`src/rtl/imm_rot_encoder_pkg.sv`:
```
// Shared definitions for the rotate-immediate encoder: FSM encodings, candidate
// limits and the layout of the 12-bit shift_operand field.
package imm_rot_encoder_pkg;

  typedef enum logic [1:0] {
    IDLE   = 2'd0,
    SEARCH = 2'd1,
    DONE   = 2'd2
  } state_e;

  localparam logic [4:0] CAND_LAST_PLAIN = 5'd15;
  localparam logic [4:0] CAND_LAST_INV   = 5'd31;

  typedef struct packed {
    logic [3:0] rot;
    logic [7:0] imm8;
  } shift_op_t;

  // Candidates 16..31 retry the search on the complemented constant.
  function automatic logic [31:0] cand_operand(input logic [31:0] val,
                                               input logic [4:0]  cand);
    return cand[4] ? ~val : val;
  endfunction

endpackage

```
`src/rtl/imm_rot_check.sv`:
```
// Tests one rotation: rotates the operand left by 2r and reports whether the
// result fits in the low 8 bits, together with that 8-bit immediate.
module imm_rot_check (
  input  logic [31:0] operand,
  input  logic [3:0]  r,
  output logic        hit,
  output logic [7:0]  imm8
);

  logic [5:0]  sh_left;
  logic [5:0]  sh_right;
  logic [31:0] rotated;

  assign sh_left  = {1'b0, r, 1'b0};
  assign sh_right = 6'd32 - sh_left;

  // A right shift by the full word width yields zero, so r = 0 is a plain pass-through.
  assign rotated = (operand << sh_left) | (operand >> sh_right);

  assign hit  = ~|rotated[31:8];
  assign imm8 = rotated[7:0];

endmodule

```
`src/rtl/imm_rot_encoder.sv`:
```
// Multi-cycle encoder from a 32-bit constant to the ARM rotate-immediate field
// {rot, imm8}; one rotation is tried per clock, optionally on ~value as well.
module imm_rot_encoder
  import imm_rot_encoder_pkg::*;
#(
  parameter bit ALLOW_INV = 1'b1
) (
  input  logic        clk,
  input  logic        rst,
  input  logic        start,
  input  logic [31:0] value,
  output logic        busy,
  output logic        done,
  output logic        found,
  output logic        inverted,
  output logic [11:0] shift_operand
);

  localparam logic [4:0] CAND_LAST = ALLOW_INV ? CAND_LAST_INV : CAND_LAST_PLAIN;

  state_e      state_q;
  logic [31:0] val_q;
  logic [4:0]  cand_q;
  logic [4:0]  cand_d;
  logic        busy_q;
  logic        done_q;
  logic        found_q;
  logic        inv_q;
  shift_op_t   so_q;

  logic [31:0] operand;
  logic        hit;
  logic [7:0]  imm8;
  logic        last_cand;

  assign operand   = cand_operand(val_q, cand_q);
  assign last_cand = (cand_q == CAND_LAST);
  assign cand_d    = cand_q + 5'd1;

  imm_rot_check u_check (
    .operand (operand),
    .r       (cand_q[3:0]),
    .hit     (hit),
    .imm8    (imm8)
  );

  always_ff @(posedge clk or negedge rst) begin
    if (!rst) begin
      state_q <= IDLE;
      val_q   <= 32'h0;
      cand_q  <= 5'd0;
      busy_q  <= 1'b0;
      done_q  <= 1'b0;
      found_q <= 1'b0;
      inv_q   <= 1'b0;
      so_q    <= '0;
    end else begin
      case (state_q)
        IDLE: begin
          done_q <= 1'b0;
          if (start) begin
            val_q   <= value;
            cand_q  <= 5'd0;
            busy_q  <= 1'b1;
            found_q <= 1'b0;
            inv_q   <= 1'b0;
            so_q    <= '0;
            state_q <= SEARCH;
          end
        end

        SEARCH: begin
          // Terminal-miss detection wins over increment, so cand_q never wraps.
          if (hit) begin
            found_q   <= 1'b1;
            inv_q     <= cand_q[4];
            so_q.rot  <= cand_q[3:0];
            so_q.imm8 <= imm8;
            busy_q    <= 1'b0;
            done_q    <= 1'b1;
            state_q   <= DONE;
          end else if (last_cand) begin
            found_q <= 1'b0;
            inv_q   <= 1'b0;
            so_q    <= '0;
            busy_q  <= 1'b0;
            done_q  <= 1'b1;
            state_q <= DONE;
          end else begin
            cand_q <= cand_d;
          end
        end

        DONE: begin
          done_q  <= 1'b0;
          state_q <= IDLE;
        end

        default: begin
          busy_q  <= 1'b0;
          done_q  <= 1'b0;
          state_q <= IDLE;
        end
      endcase
    end
  end

  assign busy          = busy_q;
  assign done          = done_q;
  assign found         = found_q;
  assign inverted      = inv_q;
  assign shift_operand = so_q;

endmodule

```
`config.mk`:
```
export PLATFORM = sky130hd
export DESIGN_NAME = imm_rot_encoder
export DESIGN_NICKNAME = d
export VERILOG_FILES = /design/src/rtl/imm_rot_encoder_pkg.sv /design/src/rtl/imm_rot_check.sv /design/src/rtl/imm_rot_encoder.sv
export SDC_FILE = /design/constraint.sdc
export NUM_CORES = 1
export LEC_CHECK = 0
export ABC_CLOCK_PERIOD_IN_PS = 4700
export CORE_ASPECT_RATIO = 0.75
export CORE_UTILIZATION = 45
export DETAILED_ROUTE_END_ITERATION = 8
export PLACE_DENSITY = 0.67
export SLEW_MARGIN = 30
export SYNTH_ARGS = -nofsm -noshare
export SYNTH_HDL_FRONTEND = slang
export SYNTH_HIERARCHICAL = 1
export SYNTH_SLANG_ARGS = --single-unit
```
`constraint.sdc`:
```
create_clock -name clk -period 4.7 [get_ports clk]
set_input_delay 1.41 -clock clk [delete_from_list [all_inputs] [get_ports clk]]
set_output_delay 1.41 -clock clk [all_outputs]
set_load 0.02 [all_outputs]
```
==> impl_metrics.yaml, run 1 <==
run_status:
  outcome: "completed"
place:
  routabilityCongestion: 0.948
  dp_hpwl_um: 6850
  placedCellCount: 541
  port_buffers: 50
critical_path:
  worst-path-max-fanout: 15
  crit_chain: "inv_4, ha_1, xor2_2, mux2_4, a21oi_2, o22ai_1, or4_1, o31ai_1, o211a_1, nor2_1, a211o_1, a22o_1"
  crit_required_ns: 4.88
  slowest_stage: "or4_1"
  critical-path-top-delay-family: "compound AO/OA/AOI/OAI gates"
  critPathBufInv: 1
  end_kind: "flip-flop"
  worst-setup-path-type: "flip-flop to flip-flop"
  slowest_delay_ns: 0.52
  worstPathArrival_ns: 4.00
  critPathLaunchType: "flip-flop"
layout:
  antenna_cells: 0
  area_growth_pct: 17.9
  final_nets: 478
  layoutNonFillerInstCount: 548
  drive_above_1_share: 0.166
clock_network:
  cts_resized: 0
  cts_setup_buffers: 0
  cts.sink_count: 55
  clockBufferDepth: 2
  hold_buffers: 0
  worstSkewPairLatency_ns: 0.29
  htreeDepth: 2
  cts_root_buffer: "clkbuf_16"
  tritoncts: "done"
  clkTransAtPathRegs_ns: 0.07
  cts_buffers: 5
grt:
  antenna_found_initial: 0
  gr-total-overflow: 0
  grt_pass1_vias: 3144
  grt_usage: 0.215
  grt_max_degree: 66
  grt_pass1_wl_um: 16100
logic_synthesis:
  synth_cells: 401
  syn-cell-area_um2: 3990
  syn_nets: 439
  seq_area_frac_synth: 0.345
  synth_top_area_cell: "dfrtp_1"
  synth_area_leaders: "dfrtp_1, mux2_2, xor2_1"
  syn_area_per_cell_um2: 9.95
  ys_types: 53
  synth_edf_count: 0
  synth.top_cell.area_share: 0.345
  async_flop_share: 1.00
  yosys_warnings: 6
  ys_seq_elements: 55
  synth_ff_type: "dfrtp_1"
drt:
  wl_um: 9730
  first_pass_iters: 5
  wl_per_cell_um: 17.8
  vias: 3376
  vias_per_cell: 6.16
  ant_nets: 0
  drc: 0
  drt_iter0_drc: 277
floorplanning:
  start_util: 0.468
  coreArea_um2: 8530
  dieWidth_um: 111
  dieArea_um2: 9250
  fp-row-count: 29
  pin_count: 51
  die_h_um: 83.6
timing:
  setup_violations: 0
  fin_crit_sh: 0.812
  setup-tns-final_ns: 0
  rsz0062_at_grt: "no"
  clock_skew_ns: 0.00721
  slew-limit-headroom: 0.493
  period_minus_slack_ns: 3.82
  finalHoldViolCount: 0
  drv_slew: 0
  timing.fmax_mhz: 262
  worst_pin_slew_ns: 0.761
worst_hold_path:
  hp-class: "flip-flop to flip-flop"
job:
  cap_violations: 0
-- cell usage after synthesis, types with 5 or more instances --
master    instances
dfrtp_1          55
nor2b_1           5
nor2_1           35
buf_2            11
clkbuf_1          9
xor2_1           33
mux2i_1          25
o21ai_0          14
nand2_1          15
inv_1             6
buf_4             5
o22ai_1          11
a21oi_1          26
nor3_1           15
mux4_2            8
a22o_1           15
a211oi_1          8
mux2_2           40
-- registers in the layout, indices dropped and copies added (netlist names) --
register	count
found	1
done	1
state_q	2
busy	1
cand_q	5
shift_operand	12
val_q	32
inverted	1
-- cell type report --
| class | count | area, um2 |
|---|---|---|
| Timing Repair Buffer | 60 | 571 |
| Multi-Input combinational cell | 311 | 2430 |
| Inverter | 7 | 28.8 |
| Clock inverter | 1 | 30.0 |
| Sequential cell | 55 | 1380 |
| Tap cell | 108 | 135 |
| Fill cell | 763 | 3820 |
| Clock buffer | 6 | 129 |
-- path summary, 6_finish.rpt --
check | start | endpoint | slack [ns] | cells after the start
setup / recovery | cand_q[0] | shift_operand[6] | 0.88 | 12
max in group asynchronous | rst | cand_q[0] | 2.74 | 2
setup reg to reg | cand_q[0] | shift_operand[6] | 0.88 | 12
hold reg to reg | found | found | 0.50 | 1
min in group asynchronous | rst | val_q[28] | 1.14 | 1
hold / removal | found | found | 0.50 | 1
-- through the flow --
| stage | instance area [um2] | util | hold slack [ns] | setup WS (ns) |
|---|---|---|---|---|
| 2_1_floorplan | 3990 | - | 0.478 | 0.884 |
| 3_3_place_gp | 4540 | 0.533 | 0.466 | 1.05 |
| 3_5_place_dp | 4540 | 0.533 | 0.493 | 0.933 |
| 4_1_cts | 4700 | 0.552 | 0.509 | 0.913 |
| 5_1_grt | 4700 | 0.552 | 0.528 | 0.662 |
| 6_report | 4700 | 0.552 | 0.496 | 0.882 |
-- layer usage --
layer / vias to the layer above / GRT usage / wire [um]
met5: - / 0 / 0
met3: 16 / 0.0305 / 673
met4: 0 / 0.0545 / 114
met1: 1631 / 0.331 / 4630
li1: 1570 / - / -
met2: 159 / 0.316 / 4310
-- cells in the final DEF (no fill, tap or decap), types with 2 or more instances in the layout --
| cell type | instances |
|---|---|
| or3_1 | 2 |
| o31ai_1 | 2 |
| nor4_1 | 4 |
| nand2_1 | 15 |
| nor3_1 | 15 |
| and3_1 | 3 |
| nand2b_1 | 4 |
| a21o_1 | 3 |
| mux2_1 | 2 |
| dfrtp_1 | 54 |
| mux2i_1 | 25 |
| clkdlybuf4s50_1 | 49 |
| nor4b_1 | 2 |
| and4_1 | 2 |
| o211ai_1 | 2 |
| nor3b_1 | 3 |
| a211oi_1 | 8 |
| nand3_1 | 4 |
| buf_4 | 10 |
| o21ai_1 | 2 |
| a22o_1 | 15 |
| ha_1 | 3 |
| a21oi_1 | 26 |
| mux4_2 | 8 |
| o21ai_0 | 14 |
| clkbuf_16 | 5 |
| nor2_1 | 35 |
| nor2b_1 | 5 |
| o41ai_1 | 3 |
| mux2_2 | 40 |
| o22ai_1 | 11 |
| inv_1 | 6 |
| a31oi_1 | 2 |
| xor2_1 | 32 |
| nand4_1 | 2 |
-- worst reg2reg max path: stages, from the launching register on --
cell	delay (ns)
dfrtp_2	0.42
inv_4	0.18
ha_1	0.25
xor2_2	0.28
mux2_4	0.34
a21oi_2	0.16
o22ai_1	0.12
or4_1	0.52
o31ai_1	0.25
o211a_1	0.31
nor2_1	0.11
a211o_1	0.47
a22o_1	0.30
-- kinds of logic (layout without fill, tap and decap cells) --
kind of cell	Yosys count	in the layout	share of synthesized area
buffers and inverters	35	74	0.0473
AND/OR/NAND/NOR	103	103	0.137
AO/OA/AOI/OAI	96	96	0.159
flip-flops	55	55	0.345
multiplexers	76	76	0.230
adder cells (fa/ha/maj)	3	3	0.00941
XOR/XNOR	33	33	0.0724
Power of run 1 is left out: the tool's default activity adds up to more than one toggle a clock period on the data nets, which glitch-free logic cannot reach.
==> run 2: changes to the inputs <==
--- a/config.mk
+++ b/config.mk
@@ -5,7 +5,7 @@
 export SDC_FILE = /design/constraint.sdc
 export NUM_CORES = 1
 export LEC_CHECK = 0
-export ABC_CLOCK_PERIOD_IN_PS = 4700
+export ABC_CLOCK_PERIOD_IN_PS = 3620
 export CORE_ASPECT_RATIO = 0.75
 export CORE_UTILIZATION = 45
 export DETAILED_ROUTE_END_ITERATION = 8
==> constraint.sdc (replaced) <==
create_clock -name clk -period 3.62 [get_ports clk]
set_input_delay 1.086 -clock clk [delete_from_list [all_inputs] [get_ports clk]]
set_output_delay 1.086 -clock clk [all_outputs]
set_load 0.02 [all_outputs]
==> run 2 against run 1 <==
Compared with the run above:
- fmax increased by 12%
- sequential share of layout area decreased by 1.3 points
- global-route usage increased by 1.4 points
- non-clock buffer count increased by 21
- worst setup slack got worse by 0.67 ns
- first-iteration DRC count decreased by 30%
- critical endpoint is now shift_operand[8]
- highest routed layer unchanged
==> impl_metrics.yaml, run 2 (synthesized netlist as in run 1, its figures left out) <==
timing:
  period_minus_slack_ns: 3.41
  fin_crit_sh: 0.942
  drv_slew: 0
  worst_pin_slew_ns: 0.647
  worst_slack_ns: 0.208
  timing.fmax_mhz: 293
  setup-tns-final_ns: 0
  setup_violations: 0
  rsz0062_at_grt: "no"
  finalHoldViolCount: 0
  slew-limit-headroom: 0.563
  clock_skew_ns: 0.00664
clock_network:
  hold_buffers: 0
  cts_root_buffer: "clkbuf_16"
  cts_setup_buffers: 0
  clockBufferDepth: 2
  tritoncts: "done"
  worstSkewPairLatency_ns: 0.30
  cts.sink_count: 55
  cts_buffers: 5
  cts_resized: 0
  htreeDepth: 2
  clkTransAtPathRegs_ns: 0.07
floorplanning:
  dieWidth_um: 111
  die_h_um: 83.6
  start_util: 0.468
  fp-row-count: 29
  dieArea_um2: 9250
  pin_count: 51
  coreArea_um2: 8530
drt:
  wl_per_cell_um: 17.8
  drt_iter0_drc: 194
  vias_per_cell: 5.90
  drc: 0
  ant_nets: 0
  first_pass_iters: 5
  vias: 3364
  wl_um: 10200
grt:
  grt_pass1_wl_um: 17100
  grt_max_degree: 66
  antenna_found_initial: 0
  grt_usage: 0.230
  gr-total-overflow: 0
  grt_pass1_vias: 3280
layout:
  final_cell_mix: "dfrtp_1, clkdlybuf4s50_1, mux2_2, nor2_1, xor2_1"
  area_growth_pct: 23.3
  largest_reg_flops: 32
  antenna_cells: 0
  mostFrequentLayoutCell: "dfrtp_1"
  drive_above_1_share: 0.210
  final_nets: 499
  regMostFlops: "val_q"
place:
  routabilityCongestion: 0.891
  dp_hpwl_um: 7580
  pre_cts_ws_ns: 0.124
  port_buffers: 50
job:
  cap_violations: 0
critical_path:
  crit_chain: "inv_4, ha_2, xor2_4, mux2_4, a21oi_2, o22ai_1, or4_1, o31ai_1, o211a_1, nor2_1, a211o_4, a22o_1"
  worst-setup-path-type: "flip-flop to flip-flop"
  critPathLaunchType: "flip-flop"
  critPathBufInv: 1
  worstPathArrival_ns: 3.59
  end_kind: "flip-flop"
  slowest_delay_ns: 0.51
  critical-path-top-delay-family: "compound AO/OA/AOI/OAI gates"
  worst-path-max-fanout: 14
  crit_required_ns: 3.80
  slowest_stage: "or4_1"
run_status:
  outcome: "completed"
worst_hold_path:
  hp-class: "flip-flop to flip-flop"
==> run 2: cell count changes in the layout (fill, tap and decap cells not counted), sizes merged <==
cell / change
clkbuf: +1
buf: +21
==> run 2: layout make-up <==
type / instances / area (um2)
Timing Repair Buffer: 81 / 753
Fill cell: 741 / 3610
Multi-Input combinational cell: 311 / 2460
Tap cell: 108 / 135
Clock inverter: 1 / 30.0
Sequential cell: 55 / 1380
Inverter: 7 / 28.8
Clock buffer: 7 / 133
==> run 2: per-layer routing <==
| layer | wire [um] | global-route usage |
|---|---|---|
| met5 | 0 | 0 |
| met1 | 5130 | 0.351 |
| met2 | 4240 | 0.335 |
| met4 | 178 | 0.0582 |
| met3 | 610 | 0.0370 |
==> run 2: final timing paths <==
path / start / to / slack (ns) / cells past startpoint
worst max-delay path: cand_q[0] / shift_operand[8] / 0.21 / 12
worst min-delay path: found / found / 0.48 / 1
worst max register to register: cand_q[0] / shift_operand[8] / 0.21 / 12
worst min register to register: found / found / 0.48 / 1
max in group asynchronous: rst / val_q[21] / 2.33 / 2
min in group asynchronous: rst / cand_q[1] / 0.65 / 1
==> run 2: metrics by stage <==
stage	area [um2]	cells	utilization	hold WS [ns]
floorplan	4000	401	-	0.478
global placement	4730	562	0.555	0.464
detailed placement	4730	562	0.555	0.475
CTS	4890	570	0.574	0.491
global route	4920	570	0.577	0.503
finish	4920	570	0.577	0.484
Power of run 2 is left out for the same reason.
